===== src/rtl/syncgen_pkg.sv =====
// syncgen_pkg: shared constants and types for the composite sync generator.
//   - Default PAL-style timing for the 24 MHz sample clock.
//   - CVBS code levels and the saturation ceiling.
//   - Region enum and the decode struct passed from the timing core to the top.
package syncgen_pkg;

  localparam int DEF_LINE_TICKS      = 1536;  // 64 us
  localparam int DEF_HSYNC_TICKS     = 113;   // 4.7 us
  localparam int DEF_BACKPORCH_TICKS = 137;   // 5.7 us
  localparam int DEF_ACTIVE_TICKS    = 1248;
  localparam int DEF_LINES           = 312;
  localparam int DEF_VSYNC_LINES     = 3;
  localparam int DEF_VBLANK_LINES    = 25;
  localparam int DEF_SYNC_LEVEL      = 0;
  localparam int DEF_BLANK_LEVEL     = 12;

  localparam int CVBS_W = 6;
  localparam int LINE_W = 9;
  localparam logic [CVBS_W-1:0] CVBS_MAX = 6'd63;

  typedef enum logic [2:0] {SYNC, BPORCH, ACTIVE, BLANK, BROAD} region_e;

  // Decode of the current counter position.
  typedef struct packed {
    region_e region;
    logic    vs_line;  // broad-pulse line: vsync low for the whole line
    logic    pix_rd;   // luma is consumed on this tick
    logic    origin;   // hcnt == 0 and vcnt == 0
  } tdec_t;

  // Add in one extra bit and clamp at the top code. CVBS_MAX is the
  // all-ones code, so the carry alone says the sum overflowed.
  function automatic logic [CVBS_W-1:0] sat_add(input logic [CVBS_W-1:0] a,
                                                input logic [CVBS_W-1:0] b);
    logic [CVBS_W:0] s;
    s = {1'b0, a} + {1'b0, b};
    return s[CVBS_W] ? CVBS_MAX : s[CVBS_W-1:0];
  endfunction

endpackage


===== src/rtl/syncgen_timing.sv =====
// syncgen_timing: horizontal/vertical counters and region decode.
//   clk, reset : system clock, async active-high reset
//   ce         : sample-rate enable; counters advance only on ce
//   vcnt       : current line number
//   dec        : region, broad-line flag, pix_rd and frame-origin flag,
//                decoded combinationally from the counter registers
module syncgen_timing
  import syncgen_pkg::*;
#(
  parameter int LINE_TICKS      = DEF_LINE_TICKS,
  parameter int HSYNC_TICKS     = DEF_HSYNC_TICKS,
  parameter int BACKPORCH_TICKS = DEF_BACKPORCH_TICKS,
  parameter int ACTIVE_TICKS    = DEF_ACTIVE_TICKS,
  parameter int LINES           = DEF_LINES,
  parameter int VSYNC_LINES     = DEF_VSYNC_LINES,
  parameter int VBLANK_LINES    = DEF_VBLANK_LINES
) (
  input  logic              clk,
  input  logic              reset,
  input  logic              ce,
  output logic [LINE_W-1:0] vcnt,
  output tdec_t             dec
);

  // One spare bit so the end of the active window can equal LINE_TICKS.
  localparam int HW = $clog2(LINE_TICKS + 1);

  localparam logic [HW-1:0] H_LAST      = HW'(LINE_TICKS - 1);
  localparam logic [HW-1:0] H_SYNC_END  = HW'(HSYNC_TICKS);
  localparam logic [HW-1:0] H_BP_END    = HW'(HSYNC_TICKS + BACKPORCH_TICKS);
  localparam logic [HW-1:0] H_ACT_END   = HW'(HSYNC_TICKS + BACKPORCH_TICKS + ACTIVE_TICKS);
  localparam logic [HW-1:0] H_BROAD_END = HW'(LINE_TICKS - HSYNC_TICKS);

  localparam logic [LINE_W-1:0] V_LAST   = LINE_W'(LINES - 1);
  localparam logic [LINE_W-1:0] V_VS_END = LINE_W'(VSYNC_LINES);
  localparam logic [LINE_W-1:0] V_VIS    = LINE_W'(VBLANK_LINES);

  if (HSYNC_TICKS + BACKPORCH_TICKS + ACTIVE_TICKS > LINE_TICKS) begin : g_bad_h
    $error("syncgen: sync + back porch + active exceeds LINE_TICKS");
  end
  if (VSYNC_LINES > VBLANK_LINES || VBLANK_LINES >= LINES) begin : g_bad_v
    $error("syncgen: need VSYNC_LINES <= VBLANK_LINES < LINES");
  end
  if (LINES > (1 << LINE_W)) begin : g_bad_w
    $error("syncgen: LINES does not fit the line output");
  end

  logic [HW-1:0] hcnt;

  always_ff @(posedge clk or posedge reset) begin
    if (reset) begin
      hcnt <= '0;
      vcnt <= '0;
    end else if (ce) begin
      if (hcnt == H_LAST) begin
        hcnt <= '0;
        vcnt <= (vcnt == V_LAST) ? '0 : vcnt + 1'b1;
      end else begin
        hcnt <= hcnt + 1'b1;
      end
    end
  end

  region_e rgn;
  logic    vs_line;

  always_comb begin
    vs_line = (vcnt < V_VS_END);
    rgn     = BLANK;
    if (vs_line) begin
      // Broad pulse: low for all but the last hsync-width of the line, so
      // a detector sees a low period far longer than a line sync.
      rgn = (hcnt < H_BROAD_END) ? BROAD : BLANK;
    end else if (hcnt < H_SYNC_END) begin
      rgn = SYNC;
    end else if (hcnt < H_BP_END) begin
      rgn = BPORCH;
    end else if (hcnt < H_ACT_END && vcnt >= V_VIS) begin
      rgn = ACTIVE;
    end
  end

  always_comb begin
    dec.region  = rgn;
    dec.vs_line = vs_line;
    dec.pix_rd  = (rgn == ACTIVE);
    dec.origin  = (hcnt == '0) && (vcnt == '0);
  end

endmodule


===== src/rtl/syncgen.sv =====
// syncgen: composite video timing generator and sync inserter.
//   clk, reset  : system clock, async active-high reset
//   ce          : sample-rate enable
//   luma        : upstream pixel (0 = black), taken on ce ticks with pix_rd=1
//   cvbs        : registered 6-bit composite sample
//   hsync/vsync : registered active-low syncs
//   porch       : registered back-porch flag (normal lines only)
//   pix_rd      : luma consume strobe, decoded from the counters
//   frame_start : one-clk pulse with the output update of the frame origin
//   line        : current line counter
// Output registers capture the decode of the current position on each ce
// tick, so they trail the counters (and pix_rd / line) by one tick.
module syncgen
  import syncgen_pkg::*;
#(
  parameter int LINE_TICKS      = DEF_LINE_TICKS,
  parameter int HSYNC_TICKS     = DEF_HSYNC_TICKS,
  parameter int BACKPORCH_TICKS = DEF_BACKPORCH_TICKS,
  parameter int ACTIVE_TICKS    = DEF_ACTIVE_TICKS,
  parameter int LINES           = DEF_LINES,
  parameter int VSYNC_LINES     = DEF_VSYNC_LINES,
  parameter int VBLANK_LINES    = DEF_VBLANK_LINES,
  parameter int SYNC_LEVEL      = DEF_SYNC_LEVEL,
  parameter int BLANK_LEVEL     = DEF_BLANK_LEVEL
) (
  input  logic              clk,
  input  logic              reset,
  input  logic              ce,
  input  logic [CVBS_W-1:0] luma,
  output logic [CVBS_W-1:0] cvbs,
  output logic              hsync,
  output logic              vsync,
  output logic              porch,
  output logic              pix_rd,
  output logic              frame_start,
  output logic [LINE_W-1:0] line
);

  localparam logic [CVBS_W-1:0] SYNC_LV  = CVBS_W'(SYNC_LEVEL);
  localparam logic [CVBS_W-1:0] BLANK_LV = CVBS_W'(BLANK_LEVEL);

  tdec_t             dec;
  logic [LINE_W-1:0] vcnt;

  syncgen_timing #(
    .LINE_TICKS      (LINE_TICKS),
    .HSYNC_TICKS     (HSYNC_TICKS),
    .BACKPORCH_TICKS (BACKPORCH_TICKS),
    .ACTIVE_TICKS    (ACTIVE_TICKS),
    .LINES           (LINES),
    .VSYNC_LINES     (VSYNC_LINES),
    .VBLANK_LINES    (VBLANK_LINES)
  ) u_timing (
    .clk   (clk),
    .reset (reset),
    .ce    (ce),
    .vcnt  (vcnt),
    .dec   (dec)
  );

  logic [CVBS_W-1:0] act_lvl;
  assign act_lvl = sat_add(BLANK_LV, luma);

  always_ff @(posedge clk or posedge reset) begin
    if (reset) begin
      cvbs        <= BLANK_LV;
      hsync       <= 1'b1;
      vsync       <= 1'b1;
      porch       <= 1'b0;
      frame_start <= 1'b0;
    end else begin
      // Not held by ce: the pulse lasts exactly one clk.
      frame_start <= ce & dec.origin;
      if (ce) begin
        hsync <= !(dec.region == SYNC || dec.region == BROAD);
        vsync <= !dec.vs_line;
        porch <= (dec.region == BPORCH);
        unique case (dec.region)
          SYNC, BROAD: cvbs <= SYNC_LV;
          ACTIVE:      cvbs <= act_lvl;
          default:     cvbs <= BLANK_LV;
        endcase
      end
    end
  end

  // Counters already sit at zero during reset; the gate just keeps the
  // strobe quiet for the whole reset pulse.
  assign pix_rd = dec.pix_rd & ~reset;
  assign line   = vcnt;

endmodule


===== config.mk =====
export PLATFORM = sky130hd
export DESIGN_NAME = syncgen
export DESIGN_NICKNAME = d
export VERILOG_FILES = /design/src/rtl/syncgen_pkg.sv /design/src/rtl/syncgen_timing.sv /design/src/rtl/syncgen.sv
export SDC_FILE = /design/constraint.sdc
export NUM_CORES = 1
export LEC_CHECK = 0
export CORE_MARGIN = 3
export CORE_UTILIZATION = 40
export DETAILED_ROUTE_END_ITERATION = 10
export PLACE_DENSITY = 0.69
export SKIP_CTS_REPAIR_TIMING = 1
export SLEW_MARGIN = 20
export SYNTH_ARGS = -nofsm -noshare
export SYNTH_HDL_FRONTEND = slang
export SYNTH_SLANG_ARGS = --single-unit

===== constraint.sdc =====
create_clock -name clk -period 2.5 [get_ports clk]
set_clock_uncertainty 0.15 [all_clocks]
set_input_delay 0.375 -clock clk [delete_from_list [all_inputs] [get_ports clk]]
set_output_delay 0.375 -clock clk [all_outputs]
set_load 0.005 [all_outputs]

==> impl_metrics.py <==
metrics = {
    "finish": {
        "area.growth.synth_to_final_pct": 32.5,
        "drive_above_1_share_pct": 21.3,
        "n_antenna_cell": 0,
        "final_cell_mix": "clkdlybuf4s50_1, dfrtp_1, nor2_1",
        "final_common_cell": "clkdlybuf4s50_1",
        "final_net_count": 239,
    },
    "floorplanning": {
        "ios": 29,
        "start_util_pct": 43.8,
        "die_area_mm2": 0.00504,
        "rows": 22,
        "die_x_um": 71.0,
        "core_mm2": 0.00385,
        "chipHeight_um": 71.0,
    },
    "placed_design": {
        "post-place-ws_ps": 98.8,
        "dp_hpwl_mm": 2.83,
        "io_buffers": 28,
        "gp_congestion": 0.851,
    },
    "power_and_ir_drop": {
        "ir_drop_v": 0.000275,
        "power_density_mw_per_mm2": 566,
        "p_leak_nw": 0.981,
    },
    "synth": {
        "synth.distinct_cells": 43,
        "yosysSeqAreaShare_pct": 44.8,
        "avgSynthCellArea_um2": 9.38,
        "syn-num-nets": 195,
        "synth_area_mm2": 0.00169,
        "synth-async-reset-ratio_pct": 100,
        "synthCells": 180,
        "synth_ff_type": "dfrtp_1",
        "synth-seq-cells": 30,
        "yosys_warnings": 0,
        "synth-edff-count": 0,
    },
    "drt": {
        "dr.pass1.iters": 4,
        "remaining_drc_errors": 0,
        "routed_wl_mm": 3.83,
        "vias": 1508,
        "antenna_left": 0,
        "wl_per_cell_um": 14.0,
        "viasPerCell": 5.52,
        "drt_iter0_drc": 63,
    },
    "clock_network": {
        "h-tree-depth": 2,
        "clkSlewWorstSetupHoldPaths_ps": 60,
        "insertion_delay_ps": 280,
        "numCtsBuffers": 5,
        "cts.sinks": 30,
        "cts.path.max_buffers": 2,
        "cts_tree": "built",
        "cts_root_buf": "clkbuf_8",
    },
    "global_routing": {
        "grt_pass1_wl_mm": 6.66,
        "grt-ovfl-total": 0,
        "grt-busiest-layer": "met2",
        "grt.met3_usage_pct": 3.27,
        "grt_pass1_vias": 1518,
        "met2_usage_pct": 26.3,
        "antenna_found_initial": 0,
        "grt_start_max_net_pins": 31,
        "grt_use_met1_pct": 20.9,
        "grt_usage_pct": 16.5,
    },
    "min_path": {
        "hp-class": "reg -> reg",
        "hold_depth": 1,
        "min_from": "cvbs[5]",
        "min_to": "cvbs[5]",
    },
    "setup_path": {
        "reg2reg_depth": 6,
        "slowest_delay_ps": 440,
        "critPathSlowestCell": "dfrtp_1",
        "reg2reg_to": "u_timing.vcnt[6]",
        "start_kind": "flip-flop",
        "required_ps": 1980,
        "crit_fanout": 7,
        "arrival_ps": 1740,
        "crit_path_end_kind": "output pin",
        "worstSetupPathType": "reg -> out",
        "rrSetupSlack_ps": 280,
        "crit_chain": "or3_1, o21ai_0, o22ai_2, o211ai_1, nor2_1, dlymetal6s2s_1",
        "r2r_start": "u_timing.hcnt[1]",
    },
    "sta": {
        "maxSlewHeadroom_pct": 72.2,
        "timing.final.crit_share_pct": 90.4,
        "final_hold_viol_count": 0,
        "drv_slew": 0,
        "setup_ws_ps": 240,
        "period_needed_ps": 2260,
        "worstMarginPinSlew_ps": 414,
        "rsz0062_at_grt": "no",
        "setup_viol": 0,
        "fmax_ghz": 0.442,
        "tns_ps": 0,
    },
    "run": {
        "cap_violations": 0,
    },
    "status": {
        "outcome": "finished clean",
    },
}
## how the worst max path moves through the flow
stage,from,to,cells past startpoint,slack (ps)
after floorplan,u_timing.vcnt[5],pix_rd,3,510
after global placement,ce,u_timing.vcnt[6],6,160
after detailed placement,ce,u_timing.vcnt[6],6,100
after CTS,u_timing.vcnt[6],pix_rd,4,-110
after global routing,u_timing.hcnt[1],u_timing.vcnt[6],6,130
final,u_timing.hcnt[10],pix_rd,6,240
## Yosys cell counts, types with 2 or more instances
cell type  number  area, um2
a21oi_1         6       30.0
buf_2           4       20.0
clkbuf_1        2       7.51
dfrtp_1        26        651
dfstp_2         4        105
ha_1            6       75.1
inv_1          12       45.0
mux2_2          2       22.5
nand2_1        13       48.8
nand2b_1        4       25.0
nand3_1        11       55.1
nand4_1        10       62.6
nor2_1         20       75.1
nor3_1          3       15.0
nor4_1          5       31.3
o211ai_1        3       22.5
o21ai_0         9       45.0
o221a_2         2       22.5
o2bb2ai_1       4       35.0
or3_1           2       12.5
xnor2_1         7       61.3
xor2_1          4       35.0
## cells by family (layout without fill, tap and decap cells)
logic type	Yosys count	in the layout	synth area share, %
and+or+nand+nor	77	77	24.4
AOI/OAI and AO/OA	33	33	14.1
DFF	30	30	44.8
buffers and inverters	21	66	5.26
xor gates and xnor gates	11	11	5.71
adders and majority gates	6	6	4.45
muxes	2	2	1.33
## report_power, final
| part | switching [mW] | internal (mW) |
|---|---|---|
| registers | 0.0416 | 0.535 |
| clock network | 0.179 | 0.222 |
| logic | 0.159 | 0.129 |
## critical path, delay by kind of cell, from the launching register on
kind                   cells  cell delay (ps)
AO/OA/AOI/OAI              3              370
buffers and inverters      1              150
flip-flops                 1              440
AND/OR/NAND/NOR            2              480
## sequential cells by signal, indices dropped and copies added, names as in the netlist
signal,count
cvbs,6
frame_start,1
hsync,1
porch,1
u_timing.hcnt,11
u_timing.vcnt,9
vsync,1
## layer usage
metal / share of wire [%] / vias to the layer above
li1: - / 721
met1: 45 / 733
met2: 49 / 41
met3: 3.3 / 13
met4: 3.2 / 0
met5: 0 / -
## stage by stage
step / total power [mW] / hold WS (ps) / area [um2] / utilization [%] / std cells
global route: 1.34 / 358 / 2240 / 58.0 / 273
floorplan: 0.759 / 313 / 1690 / - / 180
CTS: 1.25 / 344 / 2180 / 56.6 / 269
finish: 1.27 / 339 / 2240 / 58.0 / 273
detailed placement: 0.848 / 326 / 2090 / 54.2 / 261
global placement: 0.840 / 326 / 2090 / 54.2 / 261
## layout make-up
class | instances | area, um2
Fill cell | 333 | 1620
Multi-Input combinational cell | 129 | 861
Clock buffer | 7 | 86.3
Inverter | 12 | 45.0
Timing Repair Buffer | 46 | 418
Tap cell | 48 | 60.1
Clock inverter | 1 | 5.00
Sequential cell | 30 | 761
Power figures use the tool's default switching activity.
